===== src/rtl/bsrcl_addsub_32.sv =====
// Block-serial add/subtract: a single BLK-bit carry look-ahead slice is reused for
// WIDTH/BLK cycles. The carry between blocks is held in a register.
module bsrcl_addsub_32 #(
    parameter int unsigned WIDTH = 32,
    parameter int unsigned BLK   = 4
) (
    input  logic             clk,
    input  logic             rst,
    input  logic             in_valid,
    output logic             in_ready,
    input  logic             sub,
    input  logic [WIDTH-1:0] X,
    input  logic [WIDTH-1:0] Y,
    output logic             out_valid,
    input  logic             out_ready,
    output logic [WIDTH-1:0] R,
    output logic             cout,
    output logic             ovf
);
    localparam int unsigned NB   = WIDTH / BLK;
    localparam int unsigned IW   = (NB > 1) ? $clog2(NB) : 1;
    localparam logic [IW-1:0] LAST = IW'(NB - 1);

    typedef enum logic [1:0] {IDLE, RUN, DONE} state_t;

    state_t           r_state;
    logic [WIDTH-1:0] r_x;
    logic [WIDTH-1:0] r_y;
    logic [WIDTH-1:0] r_r;
    logic [IW-1:0]    r_idx;
    logic             r_c;
    logic             r_cout;
    logic             r_ovf;
    logic             r_out_valid;

    logic [BLK-1:0]   w_g;
    logic [BLK-1:0]   w_p;
    logic [BLK-1:0]   w_c;
    logic [BLK-1:0]   w_sum;
    logic             w_gblk;
    logic             w_pblk;
    logic             w_bcout;
    logic             w_pp;
    logic             w_gg;
    logic [WIDTH-1:0] w_rnext;

    // Look-ahead carries as sum-of-products: c[i] = OR_j g[j]&p[i-1..j+1] | p[i-1..0]&cin
    always_comb begin
        w_g    = r_x[BLK-1:0] & r_y[BLK-1:0];
        w_p    = r_x[BLK-1:0] ^ r_y[BLK-1:0];
        w_c    = '0;
        w_c[0] = r_c;
        w_gblk = 1'b0;
        w_pblk = 1'b0;
        w_pp   = 1'b1;
        w_gg   = 1'b0;
        for (int unsigned i = 1; i <= BLK; i++) begin
            w_pp = 1'b1;
            w_gg = 1'b0;
            for (int unsigned n = 0; n < i; n++) begin
                w_gg = w_gg | (w_g[i-1-n] & w_pp);
                w_pp = w_pp & w_p[i-1-n];
            end
            if (i < BLK) begin
                w_c[i] = w_gg | (w_pp & r_c);
            end else begin
                w_gblk = w_gg;
                w_pblk = w_pp;
            end
        end
        w_bcout = w_gblk | (w_pblk & r_c);
        w_sum   = w_p ^ w_c;
        w_rnext = WIDTH'({w_sum, r_r} >> BLK);
    end

    always_ff @(posedge clk) begin
        if (rst) begin
            r_state     <= IDLE;
            r_idx       <= '0;
            r_c         <= 1'b0;
            r_r         <= '0;
            r_cout      <= 1'b0;
            r_ovf       <= 1'b0;
            r_out_valid <= 1'b0;
        end else begin
            case (r_state)
                IDLE: begin
                    if (in_valid) begin
                        r_x     <= X;
                        r_y     <= Y ^ {WIDTH{sub}};
                        r_c     <= sub;
                        r_idx   <= '0;
                        r_state <= RUN;
                    end
                end
                RUN: begin
                    r_r   <= w_rnext;
                    r_x   <= r_x >> BLK;
                    r_y   <= r_y >> BLK;
                    r_c   <= w_bcout;
                    r_idx <= r_idx + 1'b1;
                    if (r_idx == LAST) begin
                        r_cout      <= w_bcout;
                        r_ovf       <= w_c[BLK-1] ^ w_bcout;
                        r_out_valid <= 1'b1;
                        r_state     <= DONE;
                    end
                end
                DONE: begin
                    if (out_ready) begin
                        r_out_valid <= 1'b0;
                        r_state     <= IDLE;
                    end
                end
                default: r_state <= IDLE;
            endcase
        end
    end

    assign in_ready  = (r_state == IDLE) && !rst;
    assign out_valid = r_out_valid;
    assign R         = r_r;
    assign cout      = r_cout;
    assign ovf       = r_ovf;
endmodule


===== config.mk =====
export PLATFORM = sky130hd
export DESIGN_NAME = bsrcl_addsub_32
export DESIGN_NICKNAME = d
export VERILOG_FILES = /design/src/rtl/bsrcl_addsub_32.sv
export SDC_FILE = /design/constraint.sdc
export NUM_CORES = 1
export LEC_CHECK = 0
export BUFFER_PORTS_ARGS = -buffer_cell sky130_fd_sc_hd__buf_2
export CAP_MARGIN = 20
export CORE_ASPECT_RATIO = 0.9
export CORE_MARGIN = 1
export CORE_UTILIZATION = 40
export CTS_BUF_LIST = sky130_fd_sc_hd__clkbuf_2 sky130_fd_sc_hd__clkbuf_4 sky130_fd_sc_hd__clkbuf_8
export CTS_CLUSTER_SIZE = 10
export DETAILED_ROUTE_END_ITERATION = 16
export PLACE_DENSITY = 0.7
export SETUP_SLACK_MARGIN = 0.05
export SLEW_MARGIN = 30
export SYNTH_ARGS = -nofsm -noshare
export SYNTH_HDL_FRONTEND = slang
export SYNTH_SLANG_ARGS = --single-unit

===== constraint.sdc =====
create_clock -name clk -period 7.1 [get_ports clk]
set_input_delay 0 -clock clk [delete_from_list [all_inputs] [get_ports clk]]
set_output_delay 0 -clock clk [all_outputs]
set_load 0.05 [all_outputs]

==> results of run 1 <==
-- worst max-delay path: stages (launching register included) --
cell	delay, ps
dfxtp_1	530
and2b_4	590
buf_4	640
o21ai_0	200
-- how the worst max path moves through the flow --
stage                          start      end  slack, ps  cells after the start
after floorplan           r_state[0]   r_x[0]       1710                      3
after global placement    r_state[0]  r_y[21]       4940                      3
after detailed placement  r_state[0]  r_y[21]       4830                      3
after CTS                 r_state[0]  r_y[21]       4840                      3
after global routing      r_state[0]  r_y[24]       4630                      3
final                     r_state[0]  r_y[21]       4860                      3
-- layout make-up --
class / instances / area [sq um]
Timing Repair Buffer: 165 / 1126
Inverter: 4 / 15.01
Multi-Input combinational cell: 326 / 1680
Sequential cell: 105 / 2743
Clock buffer: 10 / 137.6
Tap cell: 156 / 195.2
Clock inverter: 6 / 57.56
Fill cell: 1038 / 5434
-- timing repair --
item / in CTS / in global routing
gates resized for setup: 0 / 0
hold buffers: 59 / 0
hold endpoints to repair: 60 / 0
-- where the power goes --
| group | switching, mW | internal, mW | leakage, nW |
|---|---|---|---|
| Combinational | 0.101 | 0.0783 | 1.38 |
| Clock | 0.201 | 0.170 | 0.102 |
| Sequential | 0.0126 | 0.690 | 0.948 |
-- cell families after synthesis --
family          Yosys count  share of synthesized area, %
simple gates            207                         17.82
flops                   105                         58.75
compound gates           77                         9.354
buf+inv                  36                         5.414
xor+xnor                 33                         6.191
fa+ha+maj                 7                         2.037
mux                       2                        0.4289
-- registers in the layout (all words and copies together) (netlist names) --
register / cells
R: 32
r_c: 1
r_y: 32
ovf: 1
r_x: 32
cout: 1
r_state: 2
r_idx: 3
out_valid: 1
-- routing by layer --
layer	up-vias	global-route usage (%)	part of all wire (%)
li1	1830	-	-
met1	1619	21.90	47
met2	80	27.47	47
met3	16	3.263	3.9
met4	0	8.242	2.1
met5	-	0	0
-- synth_stat cells, drive strengths merged (5+ instances only) --
cell    count  area share (%)
xnor2      33             6.2
nor2       20             1.7
buf        28             4.8
edfxtp     64              41
nand2     172              14
o21ai      31             3.3
ha          6             1.6
dfxtp      41              18
a21oi      35             3.8
a211oi      5             1.0
-- per-stage QoR --
step / setup WS, ps / util (%) / power [mW]
final: 4862 / 52.29 / 1.253
after global routing: 4631 / 52.29 / 1.314
after CTS: 4836 / 52.29 / 1.266
after detailed placement: 4834 / 45.39 / 0.8716
after global placement: 4937 / 45.39 / 0.8664
after floorplan: 1712 / - / 0.8365
==> results_dict.tcl, run 1 <==
set metrics [dict create \
    setup_repair_after_global_routing_missed_its_margin "no" \
    dpl-instance-area_sq_um 5169 \
    timing.final.setup_violations 0 \
    final_layout_size_suffix_gt1_share_pct 21.43 \
    crit_path_end_kind "flip-flop" \
    finalClockSkew_ps 7.752 \
    routabilityCongestion 0.7788 \
    cp_data_required_time_ps 7190 \
    post_synth_arst_share_pct 0 \
    finalHoldViolations 0 \
    layoutNonFillerInstCount 772 \
    floorplan.rows 37 \
    number_of_sinks_on_the_clock_net 105 \
    synthesis.nets 543 \
    grt_max_degree 71 \
    worstSkewPairLatency_ps 370 \
    clock_tree.htree_level_count 3 \
    worstSetupPathType "flip-flop to flip-flop" \
    firstDrtPassIters 5 \
    antenna_found_initial 0 \
    worstReg2RegStart "r_state[0]" \
    diodes 0 \
    first_global_vias 3473 \
    r2r_cells 3 \
    io-pin-count 105 \
    worstPathArrival_ps 2330 \
    syn_to_final_growth_pct 27.55 \
    placed_cells_incl_taps 697 \
    startpoint_types "flip-flop" \
    drtAntennaViolNets 0 \
    maxSlewViolCount 0 \
    postSynthRegisterBits 105 \
    finalNetCount 687 \
    run_status "complete, no violations" \
    cts.clk_slew.worst_paths_ps 100 \
    worstHoldPathType "primary input to flip-flop" \
    fp.dieW_um 115.9 \
    clk_root_buffer_cell "clkbuf_8" \
    cts_max_path_buffers 2 \
    worst_hold_path.endpoint "r_y[13]" \
    detail_route.wirelength_um 9641 \
    maxSlewHeadroom_pct 36.28 \
    route.detailed.vias_per_inst 4.592 \
    netlist_area_sq_um 4668 \
    cts_setup_buffers 0 \
    worst-path-max-fanout 70 \
    power-per-cell-area_nw_per_um2 210.4 \
    dominantRegCellSynth "edfxtp_1" \
    endpoint_of_the_lowest_slack_register_to_register_path "r_y[21]" \
    max_slew.worst_pin.slew_ps 955.8 \
    tritoncts "built" \
    yosysSeqAreaShare_pct 58.75 \
    initial_utilization_pct 40.99 \
    global_route.usage.total_pct 17.08 \
    number_of_buffer_cells_added_on_primary_ports 104 \
    yosys_warnings 0 \
    post-dp-hpwl_um 5812 \
    leading_cell_type_in_the_layout_fill_and_taps_excluded "nand2_1" \
    layout.cell_area.non_filler_sq_um 5954 \
    dieArea_sq_um 12110 \
    globalRoute.totalOverflow 0 \
    hold_slack_ps 15.21 \
    synth_enable_flop_cells 64 \
    drt_iter0_drc 267 \
    drcViolationCount 0 \
    grt_pass1_wl_um 16030 \
    most_frequent_cells_in_the_layout "172 x nand2_1, 104 x buf_2, 64 x edfxtp_1" \
    wire_per_inst_um 12.49 \
    syn_inst 467 \
    vdd_ir_max_mv 0.1185 \
    post-route-min-period_ps 2238 \
    vias 3545 \
    yosysUniqueCellTypes 35 \
    ff2ff_setup_slack_ps 4860 \
    hold_depth 3 \
    fp.coreArea_sq_um 11390 \
    holdCritStartpoint "Y[13]" \
    final_min_period_over_clock_period_pct 31.52 \
    drv.max_cap_violation_count 0 \
    chipHeight_um 104.5 \
    tritoncts.num_buffers 9 \
    power.leakage_nw 2.431 \
    syn_area_per_cell_sq_um 9.996 \
    maxClockFrequency_ghz 0.4468 \
    fin_tns_setup_ps 0 \
]
No activity file was read; power rests on OpenSTA's default activity.
==> inputs of run 2 (changes only) <==
- PLACE_DENSITY: 0.7 -> 0.72
- clock period: 7.1 -> 1.9 ns (I/O delays scaled with it)
==> run 2 against run 1 <==
Combinational power grew to 4.0 times the previous value. Highest routed layer unchanged. Utilization rose by 1.0 points. Flip-flop and latch count did not move. Count of clock-buffer cells in the layout increased by 1.
==> results_dict.tcl, run 2 (synthesized netlist as in run 1, its figures left out) <==
set metrics [dict create \
    number_of_buffer_cells_added_on_primary_ports 104 \
    most_frequent_cells_in_the_layout "172 x nand2_1, 104 x buf_2, 64 x edfxtp_1" \
    finalClockSkew_ps 18.67 \
    holdBufCountCts 61 \
    final_min_period_over_clock_period_pct 88.80 \
    grt_pass1_wl_um 16380 \
    cp_data_required_time_ps 2180 \
    crit_path_end_kind "flip-flop" \
    worstPathBufferInverterCount 0 \
    syn_to_final_growth_pct 30.07 \
    placement.setup.worst_slack_ps 237.6 \
    globalRoute.totalOverflow 0 \
    power-per-cell-area_nw_per_um2 756.4 \
    maxClockFrequency_ghz 0.5927 \
    post-route-min-period_ps 1687 \
    worstPathArrival_ps 1970 \
    cp_top_family "compound AO/OA/AOI/OAI gates" \
    p_seq_share_pct 57.1 \
    finalNetCount 696 \
    maxSlewHeadroom_pct 63.25 \
    io-pin-count 105 \
    critical_path_depth 5 \
    worstHoldPathType "primary input to flip-flop" \
    ctsResizeCount 0 \
    wire_per_inst_um 12.79 \
    critical_path.startpoint "r_x[0]" \
    drt_iter0_drc 161 \
    route.detailed.vias_per_inst 4.643 \
    total_switching_power_mw 1.190 \
    max_slew.worst_pin.slew_ps 551.2 \
    routabilityCongestion 0.7482 \
    firstDrtPassIters 4 \
    first_global_vias 3543 \
    initial_utilization_pct 40.99 \
    post-dp-hpwl_um 6067 \
    clk_root_buffer_cell "clkbuf_8" \
    power.clock.fraction_pct 27.2 \
    dieArea_sq_um 12110 \
    global_route.usage.total_pct 17.52 \
    cts_max_path_buffers 2 \
    startpoint_types "flip-flop" \
    final_layout_size_suffix_gt1_share_pct 22.24 \
    post-route-util_pct 53.32 \
    vias 3626 \
    share_comb_of_total_power_pct 15.7 \
    timing.final.setup_violations 0 \
    timing.critical_path.cells "ha_1, a211oi_2, o21bai_2, mux2i_1, a211oi_2" \
    fp.dieW_um 115.9 \
    slowest_delay_ps 420 \
    finalHoldViolations 0 \
    maxSlewViolCount 0 \
    power.leakage_nw 2.478 \
    antenna_found_initial 0 \
    cell_internal_pwr_mw 3.403 \
    crit_path_max_delay_cell_type "edfxtp_1" \
    setup_repair_after_global_routing_missed_its_margin "no" \
    drtAntennaViolNets 0 \
    grt_max_degree 65 \
    detail_route.wirelength_um 9986 \
    vdd_ir_max_mv 0.3937 \
    drv.max_cap_violation_count 0 \
    layout.cell_area.non_filler_sq_um 6072 \
    power.total_mw 4.593 \
    leading_cell_type_in_the_layout_fill_and_taps_excluded "nand2_1" \
    r2r_cells 5 \
    tritoncts "built" \
    chipHeight_um 104.5 \
    postLayoutSetupSlackWorst_ps 212.7 \
    ff2ff_setup_slack_ps 210 \
    worstReg2RegStart "r_x[0]" \
    run_status "complete, no violations" \
    number_of_sinks_on_the_clock_net 105 \
    fp.coreArea_sq_um 11390 \
    floorplan.rows 37 \
    diodes 0 \
    worstSetupPathType "flip-flop to flip-flop" \
    endpoint_of_the_lowest_slack_register_to_register_path "ovf" \
    worstSkewPairLatency_ps 370 \
    critical_path.most_common_cell "a211oi_2" \
    cts.clk_slew.worst_paths_ps 100 \
    fin_tns_setup_ps 0 \
    tritoncts.num_buffers 9 \
    worst-path-max-fanout 4 \
    cts_setup_buffers 0 \
    crit_path_end "ovf" \
    clock_tree.htree_level_count 3 \
    switching_share_pct 25.91 \
    drcViolationCount 0 \
    dpl-instance-area_sq_um 5293 \
]
## run 2: cell types whose count changed in the layout (fill, tap and decap cells not counted), sizes merged
cell,delta
dlygate4sd3,+2
clkbuf,+1
bufinv,-1
clkinvlp,+1
inv,+1
buf,+7
clkinv,-2
## run 2: worst min-delay path by stage
stage,start,to,cells after the start
2_1_floorplan,X[0],r_x[0],2
3_3_place_gp,X[24],r_x[24],3
3_5_place_dp,X[24],r_x[24],3
4_1_cts,Y[19],r_y[19],3
5_1_grt,Y[15],r_y[15],3
6_report,Y[15],r_y[15],3
## run 2: area by class of cell
cell class | count | area, sq um
multi-input cells | 326 | 1689
well taps | 156 | 195.2
inverters | 4 | 15.01
clock buffers | 11 | 138.9
fillers | 1056 | 5316
repair buffers | 174 | 1261
flip-flops and latches | 105 | 2743
clock inverters | 5 | 30.03
## run 2: through the flow
step,hold WS [ps],instances
after CTS,9.833,781
after detailed placement,271.3,704
after global routing,19.36,781
after floorplan,181.4,467
after global placement,266.4,704
final,14.01,781
## run 2: worst register-to-register path, stage by stage, from the launching register on
cell,delay (ps)
edfxtp_1,420
ha_1,340
a211oi_2,300
o21bai_2,140
mux2i_1,150
a211oi_2,250
## run 2: per-layer routing
metal | up-vias | track usage, % | wire (um)
met5 | - | 0 | 0
met3 | 27 | 3.147 | 409
met1 | 1647 | 21.80 | 4339
li1 | 1852 | - | -
met2 | 100 | 28.49 | 4902
met4 | 0 | 9.799 | 334
## run 2: power groups by stage
| stage | Clock (mW) | Combinational [mW] | Sequential, mW |
|---|---|---|---|
| floorplan | 0 | 0.410 | 2.71 |
| global placement | 0 | 0.601 | 2.67 |
| detailed placement | 0 | 0.616 | 2.67 |
| CTS | 1.28 | 0.716 | 2.62 |
| global route | 1.37 | 0.794 | 2.63 |
| finish | 1.25 | 0.720 | 2.62 |
